`src/rtl/ifq_pkg.sv`:
```
// ifq_pkg: shared types and constants for the instruction fetch queue
package ifq_pkg;
  localparam int XLEN_DEFAULT = 32;
  typedef struct packed {
    logic [XLEN_DEFAULT-1:0] pc;
    logic [XLEN_DEFAULT-1:0] instr;
  } fetch_entry_t;
  localparam fetch_entry_t RESET_ENTRY = '0;
endpackage

```
`src/rtl/instr_fetch_queue_if.sv`:
```
// instr_fetch_queue_if: fetch-side push and decode-side pop handshakes plus flush and occupancy
interface instr_fetch_queue_if #(parameter int XLEN = 32, parameter int DEPTH = 4);
  logic                     flush;
  logic                     push_valid;
  logic                     push_ready;
  logic [XLEN-1:0]          push_pc;
  logic [XLEN-1:0]          push_instr;
  logic                     pop_valid;
  logic                     pop_ready;
  logic [XLEN-1:0]          pop_pc;
  logic [XLEN-1:0]          pop_instr;
  logic [$clog2(DEPTH):0]   count;
  modport master (
    output flush, push_valid, push_pc, push_instr, pop_ready,
    input  push_ready, pop_valid, pop_pc, pop_instr, count
  );
  modport slave (
    input  flush, push_valid, push_pc, push_instr, pop_ready,
    output push_ready, pop_valid, pop_pc, pop_instr, count
  );
endinterface

```
`src/rtl/ifq_storage.sv`:
```
// ifq_storage: DEPTH-entry register array, one write port, one async read port, sync clear
module ifq_storage
  import ifq_pkg::*;
#(
  parameter int DEPTH = 4
) (
  input  logic                     CLK,
  input  logic                     RST,
  input  logic                     we,
  input  logic [$clog2(DEPTH)-1:0] waddr,
  input  fetch_entry_t             wdata,
  input  logic [$clog2(DEPTH)-1:0] raddr,
  output fetch_entry_t             rdata
);
  fetch_entry_t mem [DEPTH];
  always_ff @(posedge CLK) begin
    if (RST) begin
      for (int i = 0; i < DEPTH; i++) mem[i] <= RESET_ENTRY;
    end else if (we) begin
      mem[waddr] <= wdata;
    end
  end
  assign rdata = mem[raddr];
endmodule

```
`src/rtl/instr_fetch_queue.sv`:
```
// instr_fetch_queue: DEPTH-entry {pc, instr} FIFO between fetch and decode with flush redirect
// Define IFQ_BYPASS_EN to forward a push straight to the pop side while the queue is empty.
module instr_fetch_queue
  import ifq_pkg::*;
#(
  parameter int XLEN  = XLEN_DEFAULT,
  parameter int DEPTH = 4
) (
  input logic                CLK,
  input logic                RST,
  instr_fetch_queue_if.slave q
);
  localparam int AW = $clog2(DEPTH);
  logic [AW:0]  wr_ptr, rd_ptr;
  logic         empty, full, byp, push_fire, pop_fire;
  fetch_entry_t head;
  assign empty = wr_ptr == rd_ptr;
  assign full  = (wr_ptr ^ rd_ptr) == {1'b1, {AW{1'b0}}};
`ifdef IFQ_BYPASS_EN
  assign byp = empty & q.push_valid & ~q.flush;
`else
  assign byp = 1'b0;
`endif
  // a bypassed entry taken by decode in the same cycle never occupies a slot
  assign push_fire    = q.push_valid & ~full & ~(byp & q.pop_ready);
  assign pop_fire     = q.pop_ready & ~empty;
  assign q.push_ready = ~full;
  assign q.pop_valid  = ~empty | byp;
  assign q.pop_pc     = byp ? q.push_pc    : empty ? '0 : head.pc;
  assign q.pop_instr  = byp ? q.push_instr : empty ? '0 : head.instr;
  assign q.count      = wr_ptr - rd_ptr;
  always_ff @(posedge CLK) begin
    if (RST || q.flush) begin
      wr_ptr <= '0;
      rd_ptr <= '0;
    end else begin
      if (push_fire) wr_ptr <= wr_ptr + 1'b1;
      if (pop_fire) rd_ptr <= rd_ptr + 1'b1;
    end
  end
  ifq_storage #(.DEPTH(DEPTH)) u_storage (
    .CLK   (CLK),
    .RST   (RST),
    .we    (push_fire & ~q.flush),
    .waddr (wr_ptr[AW-1:0]),
    .wdata ('{pc: q.push_pc, instr: q.push_instr}),
    .raddr (rd_ptr[AW-1:0]),
    .rdata (head)
  );
endmodule

```
`src/flat_wrapper.sv`:
```
// flat-port wrapper written by rule: the top's interface ports become plain ports
module instr_fetch_queue_flat import ifq_pkg::*;
#(
  parameter int XLEN  = XLEN_DEFAULT,
  parameter int DEPTH = 4
)
  (CLK, RST, q_flush, q_push_valid, q_push_pc, q_push_instr, q_pop_ready, q_push_ready, q_pop_valid, q_pop_pc, q_pop_instr, q_count);
  instr_fetch_queue_if #(.XLEN(XLEN), .DEPTH(DEPTH)) q_i ();
  input logic CLK;
  input logic RST;
  input wire logic [$bits(q_i.flush)-1:0] q_flush;
  input wire logic [$bits(q_i.push_valid)-1:0] q_push_valid;
  input wire logic [$bits(q_i.push_pc)-1:0] q_push_pc;
  input wire logic [$bits(q_i.push_instr)-1:0] q_push_instr;
  input wire logic [$bits(q_i.pop_ready)-1:0] q_pop_ready;
  output wire logic [$bits(q_i.push_ready)-1:0] q_push_ready;
  output wire logic [$bits(q_i.pop_valid)-1:0] q_pop_valid;
  output wire logic [$bits(q_i.pop_pc)-1:0] q_pop_pc;
  output wire logic [$bits(q_i.pop_instr)-1:0] q_pop_instr;
  output wire logic [$bits(q_i.count)-1:0] q_count;
  assign q_i.flush = q_flush;
  assign q_i.push_valid = q_push_valid;
  assign q_i.push_pc = q_push_pc;
  assign q_i.push_instr = q_push_instr;
  assign q_i.pop_ready = q_pop_ready;
  assign q_push_ready = q_i.push_ready;
  assign q_pop_valid = q_i.pop_valid;
  assign q_pop_pc = q_i.pop_pc;
  assign q_pop_instr = q_i.pop_instr;
  assign q_count = q_i.count;
  instr_fetch_queue #(.XLEN(XLEN), .DEPTH(DEPTH)) u_core (.CLK(CLK), .RST(RST), .q(q_i));
endmodule
```
`config.mk`:
```
export PLATFORM = sky130hd
export DESIGN_NAME = instr_fetch_queue_flat
export DESIGN_NICKNAME = d
export VERILOG_FILES = /design/src/rtl/ifq_pkg.sv /design/src/rtl/instr_fetch_queue_if.sv /design/src/rtl/ifq_storage.sv /design/src/rtl/instr_fetch_queue.sv /design/src/flat_wrapper.sv
export SDC_FILE = /design/constraint.sdc
export NUM_CORES = 1
export LEC_CHECK = 0
export CORE_MARGIN = 5
export CORE_UTILIZATION = 60
export CTS_CLUSTER_DIAMETER = 150
export DETAILED_ROUTE_END_ITERATION = 8
export GPL_TIMING_DRIVEN = 0
export PLACE_DENSITY = 0.85
export SLEW_MARGIN = 0
export SYNTH_ARGS = -nofsm -noshare
export SYNTH_HDL_FRONTEND = slang
export SYNTH_SLANG_ARGS = --single-unit
```
`constraint.sdc`:
```
create_clock -name CLK -period 31.2 [get_ports CLK]
set_input_delay 7.8 -clock CLK [delete_from_list [all_inputs] [get_ports CLK]]
set_output_delay 7.8 -clock CLK [all_outputs]
set_load 0.02 [all_outputs]
```
# After elaboration in Yosys (flattened, before gate mapping)
# Memory sizes are Yosys's and may differ from the RTL's. A register that Yosys moved wholly into a read port is not among the register bits.
# Cells that the tools add are included.
# op_classes
add_sub_neg	3
n_reduce_logical	2
eq_ne	2
bitwise_logic	7
muxes	12
# ops
operator	count
$mux 32	2
$mux 64	1
$reduce_or 64->1	1
$add 3x1->3 const B	2
$mux 1	6
$mux 2	3
$and 1x1->1	3
$eq 3x3->1	1
$eq 3x3->1 const B	1
$not 1->1	3
$sub 3x3->3	1
$xor 3x3->3	1
$logic_or 1x1->1	1
# word_totals
ram_bits	256
n_memories	1
reg_bits	6
# mem_list
memory	depth	word_bits	rd	rd_ports_with_merged_regs	wr	line	text
u_core.u_storage.mem	4	64	1	1	4	ifq_storage.sv:15	fetch_entry_t mem [DEPTH];

# Longest topological paths before layout
# depth
depth_word	10
ltp_mapped	7

# By module
# Synthesis repeated with hierarchy kept, for this count alone.
# hier_totals
hier_cells	755
hier_area_um2	12375.6
# by_module_without_submodules
module	instances	area_each_um2	cells_per_inst	seq_area_each_um2
ifq_storage	1	11113.2	629	7687.4
instr_fetch_queue	1	1262.5	126	120.1

# Worst setup path after synthesis
# Ideal clock, no wire load.
# synth_path
path_type	input to register
from	in q_push_valid
to	mem u_core.u_storage.mem[3][0] (netlist name), enable pin
path_slack_ns	15.770
required_ns	30.537
arrival_time_ns	14.768
n_path_buf	2
path_stages	4
cell_sequence	clkbuf_1 > o21ai_1 > buf_2 > o41ai_1
# synth_lines
item	line	text
from (decl)	flat_wrapper.sv:12	input wire logic [$bits(q_i.push_valid)-1:0] q_push_valid;
to (decl)	ifq_storage.sv:15	

# Worst setup path in the final report
# layout_path
from	reg u_core.wr_ptr[0]
to	out q_pop_pc[4]
# layout_via
elab_chain_len	2
# layout_lines
item	line	text
from (decl)	instr_fetch_queue.sv:14	logic [AW:0] wr_ptr, rd_ptr;
from (signal assigned)	instr_fetch_queue.sv:37	if (push_fire) wr_ptr <= wr_ptr + 1'b1;
$eq 3x3->1	instr_fetch_queue.sv:17	assign empty = wr_ptr == rd_ptr;
$mux 32	instr_fetch_queue.sv:29	assign q.pop_pc = byp ? q.push_pc : empty ? '0 : head.pc;
to (decl)	flat_wrapper.sv:18	output wire logic [$bits(q_i.pop_pc)-1:0] q_pop_pc;
# Every way passes these cells.

==> flow_metrics.py <==
metrics = {
    "setup_path": {
        "crit_path_end_kind": "output port",
        "ff2ff_path_depth": 10,
        "max_stage_delay_ns": 0.63,
        "crit_slowest_cell": "clkdlybuf4s50_1",
        "crit_path_end": "q_pop_pc[4]",
        "crit_required_ns": 23.40,
        "r2r_setup_slack_ns": 27.86,
        "crit_top_cell": "clkbuf_2",
        "arrival_ns": 2.96,
        "crit_fanout": 10,
        "crit_start": "u_core.wr_ptr[0]$_SDFFE_PP0N_",
        "cp-start-kind": "register",
        "crit_type": "reg2out",
        "timing.rr.start": "u_core.wr_ptr[0]$_SDFFE_PP0N_",
        "r2r-end": "u_core.u_storage.mem[3][25]$_DFFE_PP_",
        "path_cells": "inv_1 > ha_1 > nand3_1 > clkbuf_2 > clkbuf_2 > and2_1 > clkdlybuf4s50_1",
    },
    "placement": {
        "globalplace.congestion": 0.800,
        "place_hpwl_um": 17900,
        "numPortBuffers": 136,
    },
    "cells_and_area": {
        "antenna_cells_inserted": 0,
        "layout-drive-gt1-share_pct": 16.4,
        "syn_to_final_growth_pct": 24.4,
        "nNetsFinal": 1074,
    },
    "clock_tree": {
        "cts_tree": "yes",
        "cts_hold_buffers": 0,
        "post_cts_buffers": 0,
        "cts.sinks": 264,
        "cts_root_buffer": "clkbuf_16",
        "clk_path_buf_depth": 3,
        "cts_buffers": 26,
        "cts_resized": 0,
        "clkTransAtPathRegs_ns": 0.06,
        "htree_num_levels": 1,
        "clock_latency_ns": 0.53,
    },
    "drt": {
        "drc": 0,
        "wirelength_um": 26700,
        "vias_per_cell": 5.71,
        "first_pass_iters": 5,
        "wl_per_cell_um": 20.8,
        "vias": 7309,
        "dr.first_iter.drc_count": 584,
        "final_antenna_net_count": 0,
    },
    "floorplanning": {
        "start_util_pct": 61.5,
        "die_y_um": 149,
        "coreArea_um2": 18800,
        "dieArea_um2": 22200,
        "die_x_um": 149,
        "ioPinCount": 138,
        "rows": 50,
    },
    "logic_synthesis": {
        "ys_seq_area_share_pct": 67.8,
        "syn_area_um2": 11600,
        "syn_nets": 894,
        "yosys_warnings": 0,
        "netlist_instances": 820,
        "syn_avg_cell_area_um2": 14.1,
        "ys_seq_elements": 264,
        "synth_top_area_share_pct": 66.4,
        "synthDistinctLibCells": 30,
        "synth_top_area_cell": "edfxtp_1",
        "synthArstFlopShare_pct": 0,
        "synth_edf_count": 256,
        "ys_top_cells_by_area": "edfxtp_1 (66%), mux4_2 (12%), nor2_1 (8.3%), and2_1 (3.5%), nand2_1 (2.2%)",
        "synthFlopType": "edfxtp_1",
    },
    "sta": {
        "clock_skew_ns": 0.00681,
        "fmax_mhz": 93.0,
        "fin_crit_ns": 10.76,
        "period_share_pct": 34.5,
        "final-setup-viol-count": 0,
        "worstMarginPinSlew_ns": 0.906,
        "whs_ns": 0.510,
        "rsz0062_at_grt": "false",
        "fin_setup_tns_ns": 0,
        "slew_headroom_pct": 39.0,
        "hold_viol_final": 0,
        "drv_slew": 0,
    },
    "power": {
        "p_per_area_nw_per_um2": 55.6,
        "p_leak_nw": 5.08,
        "pwr-share-seq_pct": 51.3,
        "peakVddDrop_mv": 0.0506,
        "pwr-share-comb_pct": 8.8,
        "p_total_mw": 0.801,
        "power_frac_clock_pct": 39.9,
        "internal_power_mw": 0.629,
        "p_sw_share_pct": 21.4,
        "p_sw_mw": 0.172,
    },
    "flow_run": {
        "max_cap_violations": 0,
    },
    "global_route": {
        "antenna_found_initial": 1,
        "grt_max_degree": 27,
        "grt_usage_pct": 24.5,
        "grt_pass1_vias": 7805,
        "grt_first_pass_wirelength_um": 41900,
        "grt_overflow_total": 0,
    },
    "run_status": {
        "status": "complete, no violations",
    },
    "min_path": {
        "hold_start": "u_core.wr_ptr[0]$_SDFFE_PP0N_",
        "min_path_type": "reg2reg",
    },
}
-- layout make-up --
type / count / area, um^2
plain buffers: 58 / 315
clock buffers: 33 / 738
clock inverters: 15 / 150
fillers: 1141 / 4430
inverters: 8 / 30.0
multi-input cells: 490 / 3430
flip-flops and latches: 264 / 7850
well taps: 260 / 325
repair buffers: 152 / 1570
-- power by group through the flow --
stage	clock network, mW	logic (mW)	registers, mW
finish	0.320	0.0705	0.411
CTS	0.323	0.0712	0.411
detailed placement	0	0.0706	0.418
floorplan	0	0.0370	0.419
global placement	0	0.0650	0.423
global route	0.340	0.0754	0.412
-- synth_stat cells, types with 2 or more instances --
master and n:
mux4_2 64, clkbuf_1 18, nand2_1 68, inv_1 8, o21a_1 2, buf_2 16, nor2_1 257, o21ai_0 3
mux2i_1 3, a211o_1 2, edfxtp_1 256, dfxtp_1 8, and2_1 64, nand3_1 2, buf_4 19, clkbuf_2 5
o2111ai_1 7, nor2b_1 2, o31ai_1 2, ha_1 4
-- how the worst min path moves through the flow --
| stage | endpoint | slack [ns] | cells after the start |
|---|---|---|---|
| 4_1_cts | u_core.wr_ptr[0]$_SDFFE_PP0N_ | 0.51 | 2 |
| 3_3_place_gp | u_core.wr_ptr[0]$_SDFFE_PP0N_ | 0.49 | 2 |
| 2_1_floorplan | u_core.wr_ptr[0]$_SDFFE_PP0N_ | 0.46 | 2 |
| 6_report | u_core.wr_ptr[0]$_SDFFE_PP0N_ | 0.51 | 2 |
| 3_5_place_dp | u_core.wr_ptr[0]$_SDFFE_PP0N_ | 0.50 | 2 |
| 5_1_grt | u_core.wr_ptr[0]$_SDFFE_PP0N_ | 0.54 | 2 |
-- sequential cells by signal, summed over array words and instances (netlist names), named ones only --
signal and cells:
u_core.wr_ptr 3, u_core.u_storage.mem 256, u_core.rd_ptr 3
-- critical path: cells and delay by family (launching register included) --
kind          cells  cell delay [ns]
fa+ha+maj         1             0.37
flops             1             0.39
buf+inv           4             1.33
simple gates      2             0.36
-- cells in the final DEF (no fill, tap or decap), drive strengths merged, types with 7 or more instances in the layout --
cell type and count:
clkinv 10, nand2 68, inv 9, nor2 257, and2 64, dfxtp 8, buf 51, clkdlybuf4s50 136
mux4 64, clkbuf 56, o2111ai 7, edfxtp 256
-- cells by family (layout without fill, tap and decap cells) --
group | Yosys count | count (layout) | synth area share (%)
xor+xnor | 3 | 3 | 0.292
simple gates | 395 | 395 | 14.3
fa+ha+maj | 5 | 5 | 0.605
mux | 67 | 67 | 12.7
flops | 264 | 264 | 67.8
buf+inv | 66 | 266 | 2.98
compound gates | 20 | 20 | 1.34
-- layer usage --
metal	up-vias	routed length [um]	track usage [%]
met1	3617	9710	31.4
met5	-	11	0
met4	2	508	6.18
met2	344	14100	44.1
li1	3303	-	-
met3	43	2300	4.01
-- through the flow --
step	area, um^2	util, %	instances	worst slack, ns
after floorplan	11600	-	820	15.77
after global placement	13300	70.4	1216	11.03
after detailed placement	13500	71.8	1232	20.82
after CTS	14400	76.5	1280	20.46
after global routing	14400	76.5	1280	20.32
final	14400	76.5	1280	20.44
Power figures use the tool's default switching activity.
